<file path="config.mk">
export PLATFORM = sky130hd
export DESIGN_NAME = data_mem_ctrl
export DESIGN_NICKNAME = d
export VERILOG_FILES = /design/src/rtl/data_mem_ctrl.sv
export SDC_FILE = /design/constraint.sdc
export NUM_CORES = 1
export LEC_CHECK = 0
export CORE_MARGIN = 1
export CORE_UTILIZATION = 64
export CTS_BUF_LIST = sky130_fd_sc_hd__clkbuf_2 sky130_fd_sc_hd__clkbuf_4 sky130_fd_sc_hd__clkbuf_8
export DETAILED_ROUTE_END_ITERATION = 8
export PLACE_DENSITY = 0.87
export SYNTH_ARGS = -nofsm -noshare
export SYNTH_HDL_FRONTEND = slang
export SYNTH_SLANG_ARGS = --single-unit
</file>
<file path="constraint.sdc">
create_clock -name clk -period 3.8 [get_ports clk]
set_input_delay 0.76 -clock clk [delete_from_list [all_inputs] [get_ports clk]]
set_output_delay 0.76 -clock clk [all_outputs]
set_load 0.1 [all_outputs]
</file>
<file path="src/rtl/data_mem_ctrl.sv">
// Pipelined data memory with request/response handshake, byte enables and RD_LAT-cycle responses.
// Optional byte parity with a test-only injection input is enabled by defining DMEM_PARITY_EN.
module data_mem_ctrl #(
    parameter int DATA_W = 16,
    parameter int DEPTH  = 8,
    parameter int ADDR_W = 16,
    parameter int RD_LAT = 1
) (
    input  logic                clk,
    input  logic                rst,
    input  logic                req_valid,
    output logic                req_ready,
    input  logic                req_we,
    input  logic [ADDR_W-1:0]   req_addr,
    input  logic [DATA_W-1:0]   req_wdata,
    input  logic [DATA_W/8-1:0] req_be,
`ifdef DMEM_PARITY_EN
    input  logic                par_inj,
`endif
    output logic                rsp_valid,
    output logic [DATA_W-1:0]   rsp_rdata,
    output logic                rsp_err
);

    localparam int NB    = DATA_W / 8;
    localparam int IDX_W = (DEPTH > 1) ? $clog2(DEPTH) : 1;

    typedef enum logic {S_INIT, S_RUN} state_t;

    state_t             state_q, state_d;
    logic [IDX_W-1:0]   cnt_q, cnt_d;
    logic               init_we;

    logic [IDX_W-1:0]   idx;
    logic               oor;
    logic               accept;
    logic               rd_en;
    logic [IDX_W-1:0]   wr_idx;
    logic [NB-1:0]      wr_be;
    logic [DATA_W-1:0]  wr_data;
    logic [DATA_W-1:0]  rd_raw;
    logic [NB-1:0]      par_bad;

    logic               v0_q, rd0_q, oor0_q;
    logic               res_v, res_e;
    logic [DATA_W-1:0]  res_d;

    // FSM: state register
    always_ff @(posedge clk) begin
        if (rst) begin
            state_q <= S_INIT;
            cnt_q   <= '0;
        end else begin
            state_q <= state_d;
            cnt_q   <= cnt_d;
        end
    end

    // FSM: next state
    always_comb begin
        state_d = state_q;
        cnt_d   = cnt_q;
        if (state_q == S_INIT) begin
            cnt_d = cnt_q + 1'b1;
            if (cnt_q == IDX_W'(DEPTH - 1)) begin
                state_d = S_RUN;
            end
        end
    end

    // FSM: outputs
    always_comb begin
        req_ready = (state_q == S_RUN);
        init_we   = (state_q == S_INIT);
    end

    assign idx    = req_addr[IDX_W-1:0];
    assign accept = req_valid & req_ready;
    assign rd_en  = accept & ~req_we;

    generate
        if (ADDR_W > IDX_W) begin : g_oor
            assign oor = |req_addr[ADDR_W-1:IDX_W];
        end else begin : g_no_oor
            assign oor = 1'b0;
        end
    endgenerate

    // Single write port shared by the clearing walk and accepted in-range writes.
    always_comb begin
        wr_idx  = idx;
        wr_data = req_wdata;
        wr_be   = '0;
        if (init_we) begin
            wr_idx  = cnt_q;
            wr_data = '0;
            wr_be   = '1;
        end else if (accept && req_we && !oor) begin
            wr_be   = req_be;
        end
    end

    // One RAM per byte lane so byte enables map onto independent write ports.
    generate
        for (genvar gi = 0; gi < NB; gi++) begin : g_lane
            logic [7:0] mem_q [DEPTH];
            logic [7:0] rd_q;

            always_ff @(posedge clk) begin
                if (wr_be[gi]) begin
                    mem_q[wr_idx] <= wr_data[gi*8 +: 8];
                end
                if (rd_en) begin
                    rd_q <= mem_q[idx];
                end
            end
            assign rd_raw[gi*8 +: 8] = rd_q;

`ifdef DMEM_PARITY_EN
            logic par_mem_q [DEPTH];
            logic par_rd_q;

            // Injection flips the freshly computed byte-0 parity, so it needs byte 0 enabled.
            always_ff @(posedge clk) begin
                if (wr_be[gi]) begin
                    par_mem_q[wr_idx] <= (^wr_data[gi*8 +: 8]) ^ ((gi == 0) & ~init_we & par_inj);
                end
                if (rd_en) begin
                    par_rd_q <= par_mem_q[idx];
                end
            end
            assign par_bad[gi] = par_rd_q ^ (^rd_q);
`else
            assign par_bad[gi] = 1'b0;
`endif
        end
    endgenerate

    // Stage 0 runs alongside the RAM read register.
    always_ff @(posedge clk) begin
        if (rst) begin
            v0_q   <= 1'b0;
            rd0_q  <= 1'b0;
            oor0_q <= 1'b0;
        end else begin
            v0_q   <= accept;
            rd0_q  <= accept & ~req_we & ~oor;
            oor0_q <= accept & oor;
        end
    end

    assign res_v = v0_q;
    assign res_d = rd0_q ? rd_raw : '0;
    assign res_e = oor0_q | (rd0_q & (|par_bad));

    generate
        if (RD_LAT == 1) begin : g_lat1
            assign rsp_valid = res_v;
            assign rsp_rdata = res_d;
            assign rsp_err   = res_e;
        end else begin : g_pipe
            logic [RD_LAT-2:0] pv_q;
            logic [RD_LAT-2:0] pe_q;
            logic [DATA_W-1:0] pd_q [RD_LAT-1];

            always_ff @(posedge clk) begin
                if (rst) begin
                    pv_q <= '0;
                    pe_q <= '0;
                    for (int s = 0; s < RD_LAT - 1; s++) begin
                        pd_q[s] <= '0;
                    end
                end else begin
                    pv_q[0] <= res_v;
                    pe_q[0] <= res_e;
                    pd_q[0] <= res_d;
                    for (int s = 1; s < RD_LAT - 1; s++) begin
                        pv_q[s] <= pv_q[s-1];
                        pe_q[s] <= pe_q[s-1];
                        pd_q[s] <= pd_q[s-1];
                    end
                end
            end

            assign rsp_valid = pv_q[RD_LAT-2];
            assign rsp_rdata = pd_q[RD_LAT-2];
            assign rsp_err   = pe_q[RD_LAT-2];
        end
    endgenerate

endmodule

</file>
### Word-level counts from Yosys, hierarchy flattened

Memories as Yosys holds them, arrays and structs flattened. A register that Yosys moved wholly into a read port is not among the register bits.
Index checks and enable logic that the tools add are counted.
W data, S select, Z words.

* $add $sub $neg: 1
* reduce and logical (&&, ||, !) cells: 4
* bitwise operators: 6
* equality and inequality tests: 1
* multiplexer cells: 11

Operator list (count)
* $mux W16: 2
* $reduce_or A13 Y1: 1
* $mux W1: 6
* $and A1 B1 Y1: 4
* $mux W2: 2
* $add A3 B1 Y3 const B: 1
* $eq A3 B3 Y1 const B: 1
* $mux W3: 1
* $logic_and A1 B1 Y1: 2
* $not A1 Y1: 2
* $logic_not A1 Y1: 1

* RAM bits: 128
* output and inout port bits: 19
* memories: 2
* word-level logic and storage cells: 30
* input port bits: 38
* flip-flop bits (word level): 7

Memories
* g_lane[0].mem_q: depth 8, width 8, rd ports 1, clocked after Yosys merged registers in 1, write ports 1, RTL line 106 `logic [7:0] mem_q [DEPTH];`
* g_lane[1].mem_q: depth 8, width 8, rd ports 1, clocked after Yosys merged registers in 1, write ports 1, RTL line 106

### Logic depth before layout (Yosys ltp)

Gate-level depths: netlist of run 1.

* depth after elaboration: 7
* depth in mapped cells: 5
* depth with buffers taken out: 4

### Least setup slack after synthesis of run 1

No wires, ideal clock.

* kind: register to register
* from: register state_q (netlist: req_ready)
* to: memory g_lane[1].mem_q[5][0] (enable)
* data required time: 3.402 ns
* arrival time: 2.669 ns
* path buffers: 2
* library setup time: 0.398 ns
* clock period less this slack: 3.067 ns
* stages on the path, launching flop included: 5
* path slack: 0.733 ns
* cell sequence: dfxtp_1 buf_2 buf_2 a31oi_1 o41ai_1

* cells in the longest elaborated chain, start to end: 7
* elaborated cells between the ends (all ways): 8
* those cells by class: mux (5); bitwise (1); reduce/logical (2)

RTL lines
* from (decl): RTL line 30 `state_t state_q, state_d;`
* from (signal assigned): RTL line 54 `state_q <= state_d;`
* $and A1 B1 Y1: RTL line 78 `assign accept = req_valid & req_ready;`
* $logic_and A1 B1 Y1 (2 in series): RTL line 98 `end else if (accept && req_we && !oor) begin`
* $mux W2: RTL line 98
* $mux W2: RTL line 94 `if (init_we) begin`
* $mux W1: RTL line 110 `if (wr_be[gi]) begin`
* $mux W1 (implied by the code): RTL line 111 `mem_q[wr_idx] <= wr_data[gi*8 +: 8];`
* to (decl): RTL line 106

Parallel ways exist; a longest one is shown, timed or not.

### Final worst setup path of run 1

* from: register state_q (netlist: req_ready)
* to: memory g_lane[1].mem_q[0][0] (enable)

Same word-level chain as after synthesis.

==> results of run 1 <==
per-stage QoR:
stage          hold WS [ns]  utilization  instances  total power, mW
5_1_grt               0.662        0.794        537             3.67
6_report              0.625        0.794        537             3.56
3_5_place_dp          0.596        0.744        505             2.21
3_3_place_gp          0.577        0.744        505             2.19
2_1_floorplan         0.537            -        315             2.10
4_1_cts               0.621        0.794        537             3.58
registers in the layout, indices dropped and copies added, names as in the netlist:
signal and flops:
rsp_valid 1, rd0_q 1, rsp_err 1, g_lane.rd_q 16, g_lane.mem_q 128, cnt_q 3
req_ready 1
final timing paths:
kind	startpoint	to	cells after the start
hold / removal	cnt_q[2]$_SDFFE_PP0N_	cnt_q[2]$_SDFFE_PP0N_	2
hold reg to reg	cnt_q[2]$_SDFFE_PP0N_	cnt_q[2]$_SDFFE_PP0N_	2
setup reg to reg	req_ready$_SDFF_PP0_	g_lane[1].mem_q[0][0]$_DFFE_PP_	5
setup / recovery	req_ready$_SDFF_PP0_	g_lane[1].mem_q[0][0]$_DFFE_PP_	5
Yosys cell counts (all sizes together), types with 2 or more instances:
library cell / n
edfxtp: 144
and2: 33
mux4: 32
mux2: 17
o31ai: 15
buf: 12
nor2: 12
dfxtp: 7
nand2: 7
clkbuf: 5
nand3b: 4
and3b: 3
mux2i: 3
nor3b: 3
nor4: 3
o21ai: 3
and3: 2
ha: 2
nand4: 2
nor3: 2
worst max-delay path, cell delays in order (launching register included):
cell and delay [ns]:
dfxtp_1 0.82, buf_4 0.38, nor3b_1 0.45, nor2_1 0.20
o31ai_1 0.39, buf_4 0.26
cell type report:
| cell class | instances | area [um^2] | share of cell area |
|---|---|---|---|
| sequential | 151 | 4460 | 0.606 |
| multi-input combinational | 147 | 1600 | 0.218 |
| timing repair buffer | 78 | 678 | 0.0920 |
| clock buffer | 17 | 234 | 0.0317 |
| clock inverter | 15 | 228 | 0.0309 |
| tap | 129 | 161 | 0.0219 |
where the power goes:
part	internal, mW	switching [mW]	leakage, nW
Clock	0.786	0.598	0.228
Sequential	1.89	0.0247	1.39
Combinational	0.136	0.129	0.922
Total	2.81	0.751	2.54
routing by layer:
metal / wire, um / GRT usage / up-vias / share of wire
met2: 6160 / 0.431 / 228 / 0.49
met4: 375 / 0.123 / 0 / 0.030
met1: 4910 / 0.379 / 1674 / 0.39
met5: 0 / 0 / - / 0
li1: - / - / 1439 / -
met3: 1120 / 0.0794 / 36 / 0.089
cell families after synthesis:
| kind of cell | after synthesis | synth area share |
|---|---|---|
| DFF | 151 | 0.721 |
| and+or+nand+nor | 72 | 0.0718 |
| muxes | 52 | 0.158 |
| AOI/OAI and AO/OA | 20 | 0.0230 |
| buffers and inverters | 17 | 0.0206 |
| adders and majority gates | 2 | 0.00404 |
| xor gates and xnor gates | 1 | 0.00142 |
==> results.cfg, run 1 <==
[status]
status = completed

[floorplanning]
coreArea_um2 = 9280
start_util = 0.667
die_h_um = 100
dieWidth_um = 100
dieArea_um2 = 10100
boundaryPins = 57
num_rows = 35

[cells_and_area]
nNetsFinal = 435
antennaDiodeCount = 0
syn_to_final_growth_pct = 19.1
final_common_cell = edfxtp_1
final_cell_mix = edfxtp_1, buf_4, clkdlybuf4s50_1
final_cell_area_um2 = 7370
final_layout_size_suffix_gt1_frac = 0.297
fillCellCount = 484

[power]
power.density_nw_per_um2 = 483
p_leak_nw = 2.54
irDropWorstVdd_uv = 281

[grt]
grt_pass1_vias = 3445
grt_max_degree = 34
grt_pass1_wl_mm = 19.5
grt-ovfl-total = 0
antenna_found_initial = 0
grt_use_total = 0.279

[timing]
rsz0062_at_grt = false
setup_ws_ns = 0.998
timing.fmax_ghz = 0.357
post-route-period-util = 0.737
slew_violations = 0
fin_skew_ns = 0.00763
slew_headroom = 0.328
setup_tns_ns = 0
tightestPinTransition_ns = 1.01
setup_viol = 0
layout_min_cycle_time_ns = 2.80
hold_viol_final = 0

[clock_tree]
numCtsBuffers = 17
clkSinkCount = 151
cts_tree = yes
root_buffer = clkbuf_8
post_cts_buffers = 0
clkLatencyLatePin_ns = 0.42
clkTransAtPathRegs_ns = 0.08
clockBufferDepth = 2
cts-resized-gates = 0
cts.htree.levels = 4
hold_buffers = 0

[yosys]
synth_edf_count = 144
ys_seq_area_frac = 0.721
synthFlopType = edfxtp_1
synthTopCellsByArea = edfxtp_1, mux4_2, and2_1
synth_warnings = 0
syn_area_um2 = 6190
syn_nets = 355
yosysUniqueCellTypes = 29
synth_top_area_cell = edfxtp_1
avgSynthCellArea_um2 = 19.6
ys_seq_elements = 151
async_flop_share = 0
synth_cells = 315
yosysTopAreaCellShare = 0.699

[placement]
place_ws_ns = 0.765
place_congestion = 0.815
placed_area_um2 = 6910
numPortBuffers = 56
hpwlAfterDp_mm = 7.70

[critical_path]
reg2reg_slack_ns = 1.0
critPathArrivalTime_ns = 2.93
cp-end-kind = flop
crit_fanout = 20
criticalPathCategory = reg -> reg
critPathLaunchType = flop
critical_path_required_ns = 3.93

[routing]
vias_per_cell = 6.29
drt_wl_total_mm = 12.6
drc_errors = 0
avgRoutedWirePerCell_um = 23.4
drt_iter0_markers = 271
vias = 3377
final_antenna_net_count = 0
firstDrtPassIters = 5

[job]
maxCapViolCount = 0

[hold_path]
hold_class = reg -> reg
Note: power is estimated with default switching activity, not from simulation.
==> inputs of run 2 (changes only) <==
--- a/config.mk
+++ b/config.mk
@@ -6,10 +6,10 @@
 export NUM_CORES = 1
 export LEC_CHECK = 0
 export CORE_MARGIN = 1
-export CORE_UTILIZATION = 64
+export CORE_UTILIZATION = 59
 export CTS_BUF_LIST = sky130_fd_sc_hd__clkbuf_2 sky130_fd_sc_hd__clkbuf_4 sky130_fd_sc_hd__clkbuf_8
 export DETAILED_ROUTE_END_ITERATION = 8
-export PLACE_DENSITY = 0.87
+export PLACE_DENSITY = 0.81
 export SYNTH_ARGS = -nofsm -noshare
 export SYNTH_HDL_FRONTEND = slang
 export SYNTH_SLANG_ARGS = --single-unit
==> constraint.sdc (replaced) <==
create_clock -name clk -period 2.6 [get_ports clk]
set_input_delay 0.52 -clock clk [delete_from_list [all_inputs] [get_ports clk]]
set_output_delay 0.52 -clock clk [all_outputs]
set_load 0.1 [all_outputs]
==> run 2 against run 1 <==
  * Die area up 8.3%
  * Hold slack better by 0.00061 ns
  * Sequential power up 47%
  * Register-to-register slack worse by 0.32 ns
  * Highest routed layer unchanged
==> results.cfg, run 2 (synthesized netlist as in run 1, its figures left out) <==
[status]
status = completed

[timing]
slew_headroom = 0.571
setup_tns_ns = 0
fin_skew_ns = 0.00531
hold_viol_final = 0
tightestPinTransition_ns = 0.643
slew_violations = 0
layout_min_cycle_time_ns = 2.23
setup_viol = 0
post-route-period-util = 0.858
rsz0062_at_grt = false
timing.fmax_ghz = 0.448
setup_ws_ns = 0.370

[critical_path]
crit_path_end = rsp_rdata[2]
reg2regPathDepth = 4
criticalPathCategory = reg -> out
cp-end-kind = output port
critPathLaunchType = flop
critical_path_required_ns = 2.08
r2r_end = g_lane[0].mem_q[4][1]$_DFFE_PP_
critPathArrivalTime_ns = 1.71
crit_start = rd0_q$_SDFF_PP0_
reg2reg_slack_ns = 0.68
reg2reg_from = req_ready$_SDFF_PP0_
crit_fanout = 16

[routing]
vias = 3227
vias_per_cell = 5.91
firstDrtPassIters = 7
drc_errors = 0
avgRoutedWirePerCell_um = 21.3
drt_wl_total_mm = 11.6
final_antenna_net_count = 0
drt_iter0_markers = 254

[grt]
grt_pass1_wl_mm = 18.0
grt-ovfl-total = 0
grt_pass1_vias = 3247
grt_use_total = 0.232
grt_max_degree = 37
antenna_found_initial = 0

[placement]
placed_area_um2 = 6950
place_congestion = 0.860
hpwlAfterDp_mm = 7.76
numPortBuffers = 56
dp.cells = 514
place_ws_ns = 0.0394

[cells_and_area]
final_common_cell = edfxtp_1
syn_to_final_growth_pct = 18.7
fin_cells = 546
final_cell_area_um2 = 7350
largest_register_ffs = 128
final_cell_mix = edfxtp_1, buf_4, clkdlybuf4s50_1
largest-register = g_lane.mem_q
nNetsFinal = 437
fillCellCount = 602
final_layout_size_suffix_gt1_frac = 0.310
antennaDiodeCount = 0
reg.largest.list = g_lane.mem_q: 128 flops, g_lane.rd_q: 16 flops, cnt_q: 3 flops

[clock_tree]
clkSinkCount = 151
clockBufferDepth = 2
cts_tree = yes
root_buffer = clkbuf_8
post_cts_buffers = 0
hold_buffers = 0
cts.htree.levels = 4
numCtsBuffers = 17
cts-resized-gates = 0
clkLatencyLatePin_ns = 0.43
clkTransAtPathRegs_ns = 0.08

[power]
comb_power_share = 0.078
power.total_mw = 4.91
power_switching_mw = 1.08
intPower_mw = 3.83
irDropWorstVdd_uv = 320
clkPwrFrac = 0.353
p_sw_frac = 0.220
p_leak_nw = 2.53
power.density_nw_per_um2 = 669
p_seq_frac = 0.569

[hold_path]
hold_class = reg -> reg

[floorplanning]
boundaryPins = 57
dieArea_um2 = 10900
num_rows = 37
die_h_um = 104
dieWidth_um = 104
start_util = 0.605
coreArea_um2 = 10200

[job]
maxCapViolCount = 0
run 2: routing by layer:
layer,vias up,wire (um),global-route usage
met5,-,0,0
met4,0,167,0.0949
met3,12,968,0.0539
met2,195,5570,0.341
met1,1576,4930,0.339
li1,1444,-,-
run 2: per-stage QoR:
| step | hold slack (ns) | utilization |
|---|---|---|
| floorplan | 0.537 | - |
| global placement | 0.570 | 0.680 |
| detailed placement | 0.615 | 0.680 |
| CTS | 0.628 | 0.718 |
| global route | 0.692 | 0.718 |
| finish | 0.626 | 0.718 |
run 2: power by group through the flow:
stage | Sequential (mW) | Clock (mW) | Combinational [mW]
2_1_floorplan | 2.83 | 0 | 0.237
3_3_place_gp | 2.84 | 0 | 0.373
3_5_place_dp | 2.85 | 0 | 0.387
4_1_cts | 2.80 | 1.75 | 0.388
5_1_grt | 2.80 | 1.84 | 0.410
6_report | 2.80 | 1.73 | 0.384
run 2: layout make-up:
type                            instances  area, um^2  area share
Timing Repair Buffer                   80         713      0.0971
Clock inverter                         14         153      0.0208
Sequential cell                       151        4470       0.608
Tap cell                              136         170      0.0232
Multi-Input combinational cell        147        1600       0.218
Clock buffer                           18         241      0.0329
run 2: worst min-delay path by stage:
stage | from | to | slack [ns] | cells after the start
floorplan | cnt_q[2]$_SDFFE_PP0N_ | cnt_q[2]$_SDFFE_PP0N_ | 0.54 | 2
global placement | cnt_q[2]$_SDFFE_PP0N_ | cnt_q[2]$_SDFFE_PP0N_ | 0.57 | 2
detailed placement | cnt_q[2]$_SDFFE_PP0N_ | cnt_q[2]$_SDFFE_PP0N_ | 0.61 | 2
CTS | cnt_q[2]$_SDFFE_PP0N_ | cnt_q[2]$_SDFFE_PP0N_ | 0.63 | 2
global route | cnt_q[2]$_SDFFE_PP0N_ | cnt_q[2]$_SDFFE_PP0N_ | 0.69 | 2
finish | cnt_q[2]$_SDFFE_PP0N_ | cnt_q[2]$_SDFFE_PP0N_ | 0.63 | 2
run 2: critical path, stage by stage, from the launching register on:
cell and delay, ns:
dfxtp_1 0.74, and2_1 0.24, buf_4 0.30
